===== config.mk =====
export PLATFORM = sky130hd
export DESIGN_NAME = core_boot_ctrl
export DESIGN_NICKNAME = d
export VERILOG_FILES = /design/src/rtl/core_boot_ctrl.sv
export SDC_FILE = /design/constraint.sdc
export NUM_CORES = 1
export LEC_CHECK = 0
export ABC_AREA = 0
export BUFFER_PORTS_ARGS = -buffer_cell sky130_fd_sc_hd__buf_4
export CAP_MARGIN = 20
export CELL_PAD_IN_SITES_DETAIL_PLACEMENT = 0
export CELL_PAD_IN_SITES_GLOBAL_PLACEMENT = 2
export CORE_MARGIN = 2
export CORE_UTILIZATION = 33
export CTS_BUF_LIST = sky130_fd_sc_hd__clkbuf_2
export DETAILED_ROUTE_END_ITERATION = 7
export PLACE_DENSITY_LB_ADDON = 0.1
export SLEW_MARGIN = 25
export SYNTH_ARGS = -nofsm -noshare
export SYNTH_HDL_FRONTEND = slang
export SYNTH_SLANG_ARGS = --single-unit

===== constraint.sdc =====
create_clock -name clk_sys -period 4.6 [get_ports clk_sys]
set_clock_uncertainty 0.05 [all_clocks]
set_input_delay 0.92 -clock clk_sys [delete_from_list [all_inputs] [get_ports clk_sys]]
set_output_delay 0.92 -clock clk_sys [all_outputs]
set_load 0.02 [all_outputs]

===== src/rtl/core_boot_ctrl.sv =====
// core_boot_ctrl - boot and reset sequencer for arcade cores.
//
// Watches the data_io download stream and tracks, for each download
// index, whether it has completed at least once. It also counts the bytes
// of the current or last download and checks the main ROM image against a
// minimum size. The core is held in reset until a valid ROM is present,
// and then for HOLD_CYCLES more cycles after any release condition.
//
// Ports:
//   clk_sys        system clock
//   reset          synchronous active-high full reset (clears loaded flags)
//   user_reset     soft reset request; keeps the loaded flags
//   ioctl_download download active
//   ioctl_index    download index (latched when a download starts)
//   ioctl_wr       one-cycle byte write strobe
//   ioctl_addr     byte address; the last written address is captured
//   core_reset     registered active-high reset to the core
//   rom_loaded     a ROM image of at least ROM_MIN_SIZE bytes is present
//   rom_error      the last ROM download ended short
//   idx_loaded     per-index "completed at least once"
//   byte_count     bytes written in the current/last download (saturating)
//   last_addr      ioctl_addr of the last write in the current/last download
//   busy           download in progress
module core_boot_ctrl #(
  parameter int NUM_IDX      = 2,
  parameter int ROM_IDX      = 0,
  parameter int ROM_MIN_SIZE = 32768,
  parameter int HOLD_CYCLES  = 4800,
  parameter int RESET_ON_AUX = 0,
  parameter int CW           = 25
) (
  input  logic               clk_sys,
  input  logic               reset,
  input  logic               user_reset,
  input  logic               ioctl_download,
  input  logic [7:0]         ioctl_index,
  input  logic               ioctl_wr,
  input  logic [24:0]        ioctl_addr,
  output logic               core_reset,
  output logic               rom_loaded,
  output logic               rom_error,
  output logic [NUM_IDX-1:0] idx_loaded,
  output logic [CW-1:0]      byte_count,
  output logic [24:0]        last_addr,
  output logic               busy
);

  typedef enum logic [1:0] {EMPTY, LOAD, HOLD, RUN} state_t;

  localparam int HW  = (HOLD_CYCLES > 1) ? $clog2(HOLD_CYCLES) : 1;
  localparam int CW1 = CW + 1;
  localparam logic [HW-1:0] HOLD_LOAD = HW'(HOLD_CYCLES - 1);
  // One extra bit so the size check cannot wrap against the counter width.
  localparam logic [CW:0]   ROM_MIN   = CW1'(ROM_MIN_SIZE);

  state_t              state_q, state_d;
  logic [HW-1:0]       hold_cnt_q, hold_cnt_d;
  logic                dl_q, dl_d;
  logic [7:0]          cur_idx_q, cur_idx_d;
  logic                busy_q, busy_d;
  logic [CW-1:0]       byte_count_q, byte_count_d;
  logic [24:0]         last_addr_q, last_addr_d;
  logic                rom_loaded_q, rom_loaded_d;
  logic                rom_error_q, rom_error_d;
  logic [NUM_IDX-1:0]  idx_loaded_q, idx_loaded_d;
  logic                core_reset_q, core_reset_d;

  logic start, end_ev, start_rom, end_rom, wr_cnt, rom_valid;

  assign start     = ioctl_download & ~dl_q;
  assign end_ev    = ~ioctl_download & dl_q;
  assign start_rom = start & (ioctl_index == 8'(ROM_IDX));
  assign end_rom   = end_ev & (cur_idx_q == 8'(ROM_IDX));
  assign wr_cnt    = busy_q & ioctl_wr;

  // Download tracking: counting, flags and size check, then the sequencer.
  // The size check uses the updated byte count so that a write landing on
  // the same cycle as the end of the download is included.
  always_comb begin
    dl_d         = ioctl_download;
    cur_idx_d    = cur_idx_q;
    busy_d       = busy_q;
    byte_count_d = byte_count_q;
    last_addr_d  = last_addr_q;
    rom_loaded_d = rom_loaded_q;
    rom_error_d  = rom_error_q;
    idx_loaded_d = idx_loaded_q;
    state_d      = state_q;
    hold_cnt_d   = hold_cnt_q;
    rom_valid    = rom_loaded_q;

    if (start) begin
      cur_idx_d    = ioctl_index;
      byte_count_d = '0;
      busy_d       = 1'b1;
      if (start_rom) begin
        rom_loaded_d = 1'b0;
        rom_error_d  = 1'b0;
      end
    end

    if (wr_cnt) begin
      if (byte_count_q != '1) byte_count_d = byte_count_q + 1'b1;
      last_addr_d = ioctl_addr;
    end

    if (end_ev) begin
      busy_d = 1'b0;
      for (int i = 0; i < NUM_IDX; i++) begin
        if (cur_idx_q == 8'(i)) idx_loaded_d[i] = 1'b1;
      end
      if (end_rom) begin
        rom_valid = ({1'b0, byte_count_d} >= ROM_MIN);
        if (rom_valid) rom_loaded_d = 1'b1;
        else           rom_error_d  = 1'b1;
      end
    end

    case (state_q)
      EMPTY: begin
        if (rom_loaded_q) begin
          state_d    = HOLD;
          hold_cnt_d = HOLD_LOAD;
        end
      end
      LOAD: begin
        if (end_ev) begin
          if (rom_valid) begin
            state_d    = HOLD;
            hold_cnt_d = HOLD_LOAD;
          end else begin
            state_d = EMPTY;
          end
        end
      end
      HOLD: begin
        if (user_reset)            hold_cnt_d = HOLD_LOAD;
        else if (hold_cnt_q == '0) state_d    = RUN;
        else                       hold_cnt_d = hold_cnt_q - 1'b1;
      end
      RUN: begin
        if (user_reset) begin
          state_d    = HOLD;
          hold_cnt_d = HOLD_LOAD;
        end
      end
      default: state_d = EMPTY;
    endcase

    // A download that must hold the core wins over everything else.
    if (start_rom || (start && (RESET_ON_AUX != 0))) state_d = LOAD;

    core_reset_d = (state_d != RUN);
  end

  // State register; reset wins over any event in the same cycle.
  always_ff @(posedge clk_sys) begin
    if (reset) begin
      state_q      <= EMPTY;
      hold_cnt_q   <= '0;
      dl_q         <= 1'b0;
      cur_idx_q    <= '0;
      busy_q       <= 1'b0;
      byte_count_q <= '0;
      last_addr_q  <= '0;
      rom_loaded_q <= 1'b0;
      rom_error_q  <= 1'b0;
      idx_loaded_q <= '0;
      core_reset_q <= 1'b1;
    end else begin
      state_q      <= state_d;
      hold_cnt_q   <= hold_cnt_d;
      dl_q         <= dl_d;
      cur_idx_q    <= cur_idx_d;
      busy_q       <= busy_d;
      byte_count_q <= byte_count_d;
      last_addr_q  <= last_addr_d;
      rom_loaded_q <= rom_loaded_d;
      rom_error_q  <= rom_error_d;
      idx_loaded_q <= idx_loaded_d;
      core_reset_q <= core_reset_d;
    end
  end

  assign core_reset = core_reset_q;
  assign rom_loaded = rom_loaded_q;
  assign rom_error  = rom_error_q;
  assign idx_loaded = idx_loaded_q;
  assign byte_count = byte_count_q;
  assign last_addr  = last_addr_q;
  assign busy       = busy_q;

endmodule


Yosys cells after proc, flatten, opt, wreduce, memory -nomap -nowiden
Index checks and enable logic that the tools add are counted.
{"block": "word_totals", "register_bits": 80, "in_bits": 38, "output_inout_bits": 56, "wordCells": 71}
{"block": "classes", "addsub": 2, "order_cmp": 1, "n_eq_ne": 11, "muxes": 30, "n_bitwise": 7, "reduce_logical": 8}
{"op": "$mux W13", "n": 6}
{"op": "$mux W25", "n": 3}
{"op": "$pmux W13 S4", "n": 1}
{"op": "$add A25 B1 Y25 const B", "n": 1}
{"op": "$ge A25 B16 Y1 const B", "n": 1}
{"op": "$ne A25 B25 Y1 const B", "n": 1}
{"op": "$logic_not A8 Y1", "n": 2}
{"op": "$mux W2", "n": 7}
{"op": "$logic_not A13 Y1", "n": 1}
{"op": "$sub A13 B1 Y13 const B", "n": 1}
{"op": "$mux W1", "n": 12}
{"op": "$ne A2 B2 Y1 const B", "n": 5}
{"op": "$eq A8 B1 Y1 const B", "n": 1}
{"op": "$pmux W2 S4", "n": 1}
{"op": "$and A1 B1 Y1", "n": 5}
{"op": "$reduce_and A5 Y1", "n": 1}
{"op": "$eq A2 B2 Y1 const B", "n": 2}
{"op": "$reduce_and A2 Y1", "n": 2}
{"op": "$ne A3 B3 Y1 const B", "n": 1}
{"op": "$eq A2 B1 Y1 const B", "n": 1}
{"op": "$logic_not A2 Y1", "n": 1}
{"op": "$not A1 Y1", "n": 2}
{"op": "$reduce_or A2 Y1", "n": 1}

Longest topological paths before layout
Gate-level depths: netlist of run 1.
{"block": "depth", "ltp_word": 13, "depth_mapped": 10, "ltp_nobuf": 10}

Worst setup path after synthesis of run 1
OpenSTA, ideal clock, no wires.
{"block": "synth_timing", "path_kind": "input-to-reg", "from": "in ioctl_wr", "to": "reg hold_cnt_q[1]", "setup_time_ns": 0.123, "arrival_time_ns": 3.127, "required_ns": 4.427, "path_slack_ns": 1.300, "cell_stages": 7, "n_path_buf": 0, "path_cell_list": "nand4_1 > or4_1 > o211a_1 > or4_4 > nor4_1 > a21o_1 > mux2_1"}
{"block": "synth_between", "elab_chain_cells": 7}
{"item": "start: declaration", "line_no": "37", "source": "input logic ioctl_wr,"}
{"item": "$and A1 B1 Y1", "line_no": "74", "source": "assign wr_cnt = busy_q & ioctl_wr;"}
{"item": "$mux W25", "line_no": "102", "source": "if (wr_cnt) begin"}
{"item": "$ge A25 B16 Y1", "line_no": "113", "source": "rom_valid = ({1'b0, byte_count_d} >= ROM_MIN);"}
{"item": "$mux W1", "line_no": "112", "source": "if (end_rom) begin"}
{"item": "$mux W1", "line_no": "107", "source": "if (end_ev) begin"}
{"item": "$ne A2 B2 Y1 (no source line)"}
{"item": "$reduce_and A5 Y1 (no source line)"}
{"item": "end signal: assignment", "line_no": "172", "source": "hold_cnt_q <= hold_cnt_d;"}
{"item": "end: declaration", "line_no": "57", "source": "logic [HW-1:0] hold_cnt_q, hold_cnt_d;"}
Every way passes these cells.
A chain may end at the register's enable or synchronous reset.

Worst setup path after layout of run 1
{"block": "layout_timing", "from": "reg byte_count_q[0], in the netlist byte_count[0]", "to": "reg hold_cnt_q[5]"}
{"block": "layout_between", "elab_chain_cells": 8, "elab_cells_between_ends": 10, "cone_classes": "add/sub (1); order compare (1); eq/ne (2); mux (5); reduce/logical (1)"}
{"item": "start: declaration", "line_no": "61", "source": "logic [CW-1:0] byte_count_q, byte_count_d;"}
{"item": "start signal: assignment", "line_no": "176", "source": "byte_count_q <= byte_count_d;"}
{"item": "$add A25 B1 Y25, or another cell as far along", "line_no": "103", "source": "if (byte_count_q != '1) byte_count_d = byte_count_q + 1'b1;"}
{"item": "$mux W25", "line_no": "103"}
{"item": "$mux W25 (*)", "line_no": "102"}
{"item": "$ge A25 B16 Y1 (*)", "line_no": "113"}
{"item": "$mux W1 (*)", "line_no": "112"}
{"item": "$mux W1 (*)", "line_no": "107"}
{"item": "$ne A2 B2 Y1 (no source line) (*)"}
{"item": "$reduce_and A5 Y1 (no source line) (*)"}
Mark *: on every way between the ends. The rest lies on a longest branch, timed or not.

==> results of run 1 <==
final timing paths:
path / depth (start not counted) / start / endpoint
worst max-delay path: 9 / byte_count[0]$_SDFF_PP0_ / hold_cnt_q[5]$_SDFFE_PP0P_
worst min-delay path: 2 / cur_idx_q[7]$_SDFFE_PP0P_ / cur_idx_q[7]$_SDFFE_PP0P_
worst max register to register: 9 / byte_count[0]$_SDFF_PP0_ / hold_cnt_q[5]$_SDFFE_PP0P_
worst min register to register: 2 / cur_idx_q[7]$_SDFFE_PP0P_ / cur_idx_q[7]$_SDFFE_PP0P_
cell type report:
cell class	count	area, µm²
Clock buffer	10	50.05
Clock inverter	5	32.53
Multi-Input combinational cell	379	2083
Fill cell	1212	6650
Tap cell	143	178.9
Sequential cell	80	1602
Inverter	6	22.52
Timing Repair Buffer	100	750.7
flip-flops by register name (all words and copies together) (netlist names), 2 cells and up:
signal      cells
byte_count     25
hold_cnt_q     13
state_q         2
idx_loaded      2
cur_idx_q       8
last_addr      25
logic make-up after synthesis:
group | synth area share
buf+inv | 0.03667
fa+ha+maj | 0.006548
simple gates | 0.3075
mux | 0.005566
flops | 0.4191
compound gates | 0.2246
cell usage after synthesis (3+ instances only):
cell,count,area [µm²]
o32ai_1,4,35.03
nand2b_1,9,56.30
dfxtp_1,80,1602
nor3b_1,6,45.04
buf_2,4,20.02
buf_4,3,22.52
nand3_1,22,110.1
o211ai_1,4,30.03
a211oi_1,5,37.54
a31oi_1,6,37.54
a21oi_1,71,355.3
o21a_1,6,45.04
nand4_1,6,37.54
nand2_1,94,352.8
or4_1,8,60.06
clkbuf_1,18,67.56
a311oi_1,8,70.07
nor2b_1,7,43.79
nor4_1,11,68.82
and2_1,3,18.77
nor3_1,12,60.06
inv_1,6,22.52
o21ai_0,20,100.1
or4_4,3,33.78
nor2_1,37,138.9
metrics by stage:
step | power, W | cells | setup slack [ps] | util
6_report | 0.001172 | 723 | 823.7 | 0.4151
5_1_grt | 0.001243 | 723 | 489.4 | 0.4151
4_1_cts | 0.001199 | 723 | 796.4 | 0.4148
3_5_place_dp | 0.0008635 | 708 | 807.2 | 0.4075
3_3_place_gp | 0.0008626 | 708 | 916.3 | 0.4075
2_1_floorplan | 0.0008003 | 492 | 1300 | -
per-layer routing:
layer | track usage | wire, µm | vias up
met2 | 0.2894 | 5189 | 121
met5 | 0 | 0 | -
met1 | 0.2475 | 5097 | 1781
li1 | - | - | 1950
met4 | 0.08889 | 215 | 0
met3 | 0.05661 | 901 | 17
where the power goes:
part / internal (W) / total, W / switching, W
Sequential: 0.000709 / 0.000719 / 0.00000906
Clock: 0.0000690 / 0.000324 / 0.000255
Combinational: 0.0000542 / 0.000130 / 0.0000756
Total: 0.000833 / 0.00117 / 0.000340
worst max-delay path, delay by kind of cell (launching register included):
| kind | cells | cell delay (ps) |
|---|---|---|
| fa+ha+maj | 1 | 260 |
| compound gates | 4 | 1250 |
| flops | 1 | 450 |
| simple gates | 4 | 1740 |
==> flow_metrics.env, run 1 <==
export IMPL_ys_seq_elements=80
export IMPL_io_buffers=93
export IMPL_overflow=0
export IMPL_cts_tree="yes"
export IMPL_worstPathRequired_ps=5070
export IMPL_most_common_layout_cells="buf_4 (100), nand2_1 (94), dfxtp_1 (80)"
export IMPL_finalNetCount=616
export IMPL_grt_first_pass_wirelength_um=19060
export IMPL_core_area_um2=11370
export IMPL_cp_end_kind="register"
export IMPL_yosys_cell_types_count=52
export IMPL_crit_type="register to register"
export IMPL_synth_ff_type="dfxtp_1"
export IMPL_final_hold_violation_count=0
export IMPL_r2r_setup_slack_ps=820
export IMPL_drv_cap=0
export IMPL_antenna_cells=0
export IMPL_area_growth_pct=23.51
export IMPL_timing_fmax_ghz=0.2648
export IMPL_synth_edff_count=0
export IMPL_detailed_place_hpwl_um=7870
export IMPL_totalWireLength_um=11400
export IMPL_clockBufferDepth=2
export IMPL_holdWs_ps=416.2
export IMPL_viasPerCell=5.351
export IMPL_yosys_warnings=0
export IMPL_syn_cell_area_um2=3821
export IMPL_ant_nets=0
export IMPL_min_period_over_period=0.8209
export IMPL_rows=39
export IMPL_critPathMaxStageDelay_ps=580
export IMPL_cts_buffers=9
export IMPL_power_density_nw_per_um2=248.4
export IMPL_cp_start_kind="register"
export IMPL_io_pins=94
export IMPL_cts_setup_buffers=0
export IMPL_drt_iter0_markers=161
export IMPL_period_minus_slack_ps=3776
export IMPL_wl_per_cell_um=15.77
export IMPL_syn_inst=492
export IMPL_clkLatencyLatePin_ps=580
export IMPL_clk_pin_slew_worst_paths_ps=230
export IMPL_grt_usage=0.1898
export IMPL_drv_slew=0
export IMPL_syn_nets=532
export IMPL_status="finished clean"
export IMPL_vias=3869
export IMPL_rsz0062_at_grt="false"
export IMPL_die_x_um=111.6
export IMPL_final_common_cell="buf_4"
export IMPL_finalSetupTns_ps=0
export IMPL_drcViolationCount=0
export IMPL_cts_root_buf="clkbuf_2"
export IMPL_finalInstanceArea_um2=4720
export IMPL_yosysSeqAreaShare=0.4191
export IMPL_cp_data_arrival_time_ps=4240
export IMPL_cts_hold_buf=0
export IMPL_antenna_found_initial=0
export IMPL_placed_area_um2=4633
export IMPL_ir_drop_mv=0.1664
export IMPL_p_leak_nw=1.796
export IMPL_cts_resized=0
export IMPL_dieArea_um2=12460
export IMPL_grt_pass1_vias=3783
export IMPL_path_cells="ha_1 > nand4_1 > or4_4 > o21ai_4 > o32ai_1 > or4_4 > nor4_1 > a21oi_1 > o21a_1"
export IMPL_grt_max_degree=85
export IMPL_syn_mean_instance_area_um2=7.767
export IMPL_globalplace_congestion=0.9197
export IMPL_htree_levels=3
export IMPL_fp_dieH_um=111.6
export IMPL_crit_slowest_cell="or4_4"
export IMPL_synthArstFlopShare=0
export IMPL_final_layout_size_suffix_gt1_frac=0.2207
export IMPL_dr_pass1_iters=5
export IMPL_tightest_slew_ps=877.9
export IMPL_setup_viol=0
export IMPL_timing_slew_headroom=0.4147
export IMPL_cp_max_fo=18
export IMPL_start_util=0.3361
export IMPL_clock_sinks=80
export IMPL_hold_path_class="register to register"
export IMPL_cp_common_cell="or4_4"
(Power assumes the default switching activity.)
==> run 2, diff against run 1 <==
--- a/config.mk
+++ b/config.mk
@@ -5,13 +5,13 @@
 export SDC_FILE = /design/constraint.sdc
 export NUM_CORES = 1
 export LEC_CHECK = 0
-export ABC_AREA = 0
+export ABC_AREA = 1
 export BUFFER_PORTS_ARGS = -buffer_cell sky130_fd_sc_hd__buf_4
 export CAP_MARGIN = 20
 export CELL_PAD_IN_SITES_DETAIL_PLACEMENT = 0
 export CELL_PAD_IN_SITES_GLOBAL_PLACEMENT = 2
 export CORE_MARGIN = 2
-export CORE_UTILIZATION = 33
+export CORE_UTILIZATION = 27
 export CTS_BUF_LIST = sky130_fd_sc_hd__clkbuf_2
 export DETAILED_ROUTE_END_ITERATION = 7
 export PLACE_DENSITY_LB_ADDON = 0.1
==> constraint.sdc (replaced) <==
create_clock -name clk_sys -period 3.25 [get_ports clk_sys]
set_clock_uncertainty 0.05 [all_clocks]
set_input_delay 0.65 -clock clk_sys [delete_from_list [all_inputs] [get_ports clk_sys]]
set_output_delay 0.65 -clock clk_sys [all_outputs]
set_load 0.02 [all_outputs]
==> run 2 against run 1 <==
Net effect:
- worst setup slack lost 450 ps
- power grew 73%
- clock-buffer cell count shrank 1
- register-to-register slack lost 450 ps
- clock power grew 80%
- final area grew 8.3%
- final cell count grew 21%
- synthesized area grew 7.0%
- maximum frequency grew 31%
- die area grew 30%
- sequential share of layout area shrank 2.6 points
- combinational power grew to 2.9 times the previous value
- largest power group unchanged
==> flow_metrics.env, run 2 <==
export IMPL_status="finished clean"
export IMPL_grt_max_degree=44
export IMPL_detailed_place_hpwl_um=9443
export IMPL_synth_ff_type="dfxtp_1"
export IMPL_clockBufferDepth=2
export IMPL_fp_dieH_um=127.1
export IMPL_instances_no_fill=872
export IMPL_area_growth_pct=24.99
export IMPL_grt_usage=0.1649
export IMPL_final_hold_violation_count=0
export IMPL_cts_resized=0
export IMPL_clock_sinks=80
export IMPL_finalSetupTns_ps=0
export IMPL_worst_slack_ps=374.1
export IMPL_syn_nets=630
export IMPL_synthArstFlopShare=0
export IMPL_tightest_slew_ps=630.1
export IMPL_drt_iter0_markers=166
export IMPL_synth_area_leader_cell="dfxtp_1"
export IMPL_cp_data_arrival_time_ps=3300
export IMPL_ant_nets=0
export IMPL_most_common_layout_cells="nor2_1 (136), nand2_1 (114), buf_4 (105)"
export IMPL_syn_cell_area_um2=4090
export IMPL_placed_area_um2=4997
export IMPL_place_inst=856
export IMPL_syn_inst=590
export IMPL_drv_cap=0
export IMPL_yosys_cell_types_count=41
export IMPL_dr_pass1_iters=4
export IMPL_cts_hold_buf=0
export IMPL_ir_drop_mv=0.1559
export IMPL_clkLatencyLatePin_ps=580
export IMPL_vias=4099
export IMPL_r2r_end="hold_cnt_q[0]$_SDFFE_PP0P_"
export IMPL_whs_path_depth=3
export IMPL_synth_area_leaders="dfxtp_1 (39%), nor2_1 (12%), nand2_1 (10%), o21ai_0 (4.8%), nand3_1 (4.3%)"
export IMPL_drcViolationCount=0
export IMPL_setup_viol=0
export IMPL_cts_tree="yes"
export IMPL_cp_end_kind="register"
export IMPL_io_buffers=93
export IMPL_clk_pin_slew_worst_paths_ps=250
export IMPL_totalWireLength_um=12910
export IMPL_antenna_cells=0
export IMPL_drv_slew=0
export IMPL_grt_pass1_vias=4050
export IMPL_syn_mean_instance_area_um2=6.932
export IMPL_finalInstanceArea_um2=5112
export IMPL_finalNetCount=723
export IMPL_dieArea_um2=16150
export IMPL_grt_first_pass_wirelength_um=20910
export IMPL_min_from="ioctl_index[2]"
export IMPL_cp_max_fo=16
export IMPL_final_common_cell="nor2_1"
export IMPL_io_pins=94
export IMPL_hold_path_class="primary input to register"
export IMPL_pre_cts_ws_ps=381.6
export IMPL_min_period_over_period=0.8849
export IMPL_cts_setup_buffers=0
export IMPL_htree_levels=3
export IMPL_r2r_cells=18
export IMPL_hold_path_end="cur_idx_q[2]$_SDFFE_PP0P_"
export IMPL_yosysMostFrequentCell="nor2_1"
export IMPL_rows=44
export IMPL_yosys_warnings=0
export IMPL_final_layout_size_suffix_gt1_frac=0.2355
export IMPL_die_x_um=127.1
export IMPL_start_util=0.2793
export IMPL_power_density_nw_per_um2=396.0
export IMPL_ys_seq_elements=80
export IMPL_worstPathRequired_ps=3670
export IMPL_r2r_setup_slack_ps=370
export IMPL_crit_type="register to register"
export IMPL_cts_root_buf="clkbuf_2"
export IMPL_globalplace_congestion=0.7753
export IMPL_r2r_start="byte_count[0]$_SDFF_PP0_"
export IMPL_timing_fmax_ghz=0.3477
export IMPL_period_minus_slack_ps=2876
export IMPL_startpoint="byte_count[0]$_SDFF_PP0_"
export IMPL_yosysSeqAreaShare=0.3916
export IMPL_cts_buffers=9
export IMPL_viasPerCell=4.701
export IMPL_p_leak_nw=2.180
export IMPL_rsz0062_at_grt="false"
export IMPL_overflow=0
export IMPL_antenna_found_initial=0
export IMPL_synth_edff_count=0
export IMPL_netlist_area_leader_share=0.3916
export IMPL_core_area_um2=14640
export IMPL_synth_common_cells="nor2_1 (136), nand2_1 (114), dfxtp_1 (80), o21ai_0 (39), inv_1 (37)"
export IMPL_wl_per_cell_um=14.80
export IMPL_timing_slew_headroom=0.5784
export IMPL_cp_start_kind="register"
==> run 2: cell types whose count changed in the layout (fill, tap and decap cells not counted), moves of 9 or more <==
cell      previous run  this run
a21oi_1             70        18
a21oi_2              1        10
inv_1                6        37
nand2_1             94       114
nand2_2              0        13
nand2b_1             9         0
nand3_1             22        35
nor2_1              37       136
o21ai_0             20        39
==> run 2: metal layers <==
metal	part of all wire	vias up	routed length (µm)	GRT usage
li1	-	2120	-	-
met1	0.44	1886	5622	0.1880
met2	0.50	74	6394	0.2941
met3	0.044	19	562	0.03853
met4	0.025	0	328	0.07304
met5	0	-	0	0
==> run 2: critical path: stages (launching register included) <==
cell and delay (ps):
dfxtp_1 470, ha_1 210, inv_1 70, nor2_4 180, nand2_4 100, nor2_8 120, nand4_4 120, nand2_4 230
nand2_1 80, nand2_1 80, nand2_1 50, nor2_1 80, nand3_1 140, o21bai_4 170, nand2_4 150, nand2_4 250
nand2_1 80, nand2_1 60, nor2_1 40
==> run 2: per-stage QoR <==
step / total power [W] / hold slack [ps] / utilization
6_report: 0.002025 / 231.6 / 0.3491
5_1_grt: 0.002147 / 192.6 / 0.3491
4_1_cts: 0.002063 / 159.4 / 0.3491
3_5_place_dp: 0.001466 / 408.6 / 0.3413
3_3_place_gp: 0.001463 / 399.6 / 0.3413
2_1_floorplan: 0.001327 / 394.2 / -
==> run 2: worst max-delay path by stage <==
stage,endpoint,slack [ps],cells past startpoint
finish,hold_cnt_q[0]$_SDFFE_PP0P_,370,18
global route,hold_cnt_q[0]$_SDFFE_PP0P_,60,18
CTS,hold_cnt_q[0]$_SDFFE_PP0P_,320,18
detailed placement,hold_cnt_q[0]$_SDFFE_PP0P_,380,18
global placement,hold_cnt_q[1]$_SDFFE_PP0P_,390,15
floorplan,hold_cnt_q[12]$_SDFFE_PP0P_,770,16
==> run 2: kinds of logic after synthesis <==
logic type	Yosys count	synth area share
AND/OR/NAND/NOR	347	0.3790
AO/OA/AOI/OAI	88	0.1367
flip-flops	80	0.3916
buffers and inverters	62	0.06301
XOR/XNOR	11	0.02356
adder cells (fa/ha/maj)	2	0.006117
==> run 2: power breakdown <==
group	total [W]	switching (W)	internal (W)	leakage, nW
clock	0.000582	0.000402	0.000180	0.0741
sequential	0.00106	0.0000342	0.00103	0.651
combinational	0.000382	0.000220	0.000162	1.45
total	0.00202	0.000656	0.00137	2.18
==> run 2: area by class of cell <==
cell class | instances | area [µm²]
clock inverter | 7 | 70.07
multi-input combinational | 448 | 2231
fill | 1636 | 9532
inverter | 39 | 146.4
sequential | 80 | 1602
clock buffer | 9 | 45.04
tap | 184 | 230.2
timing repair buffer | 105 | 788.3
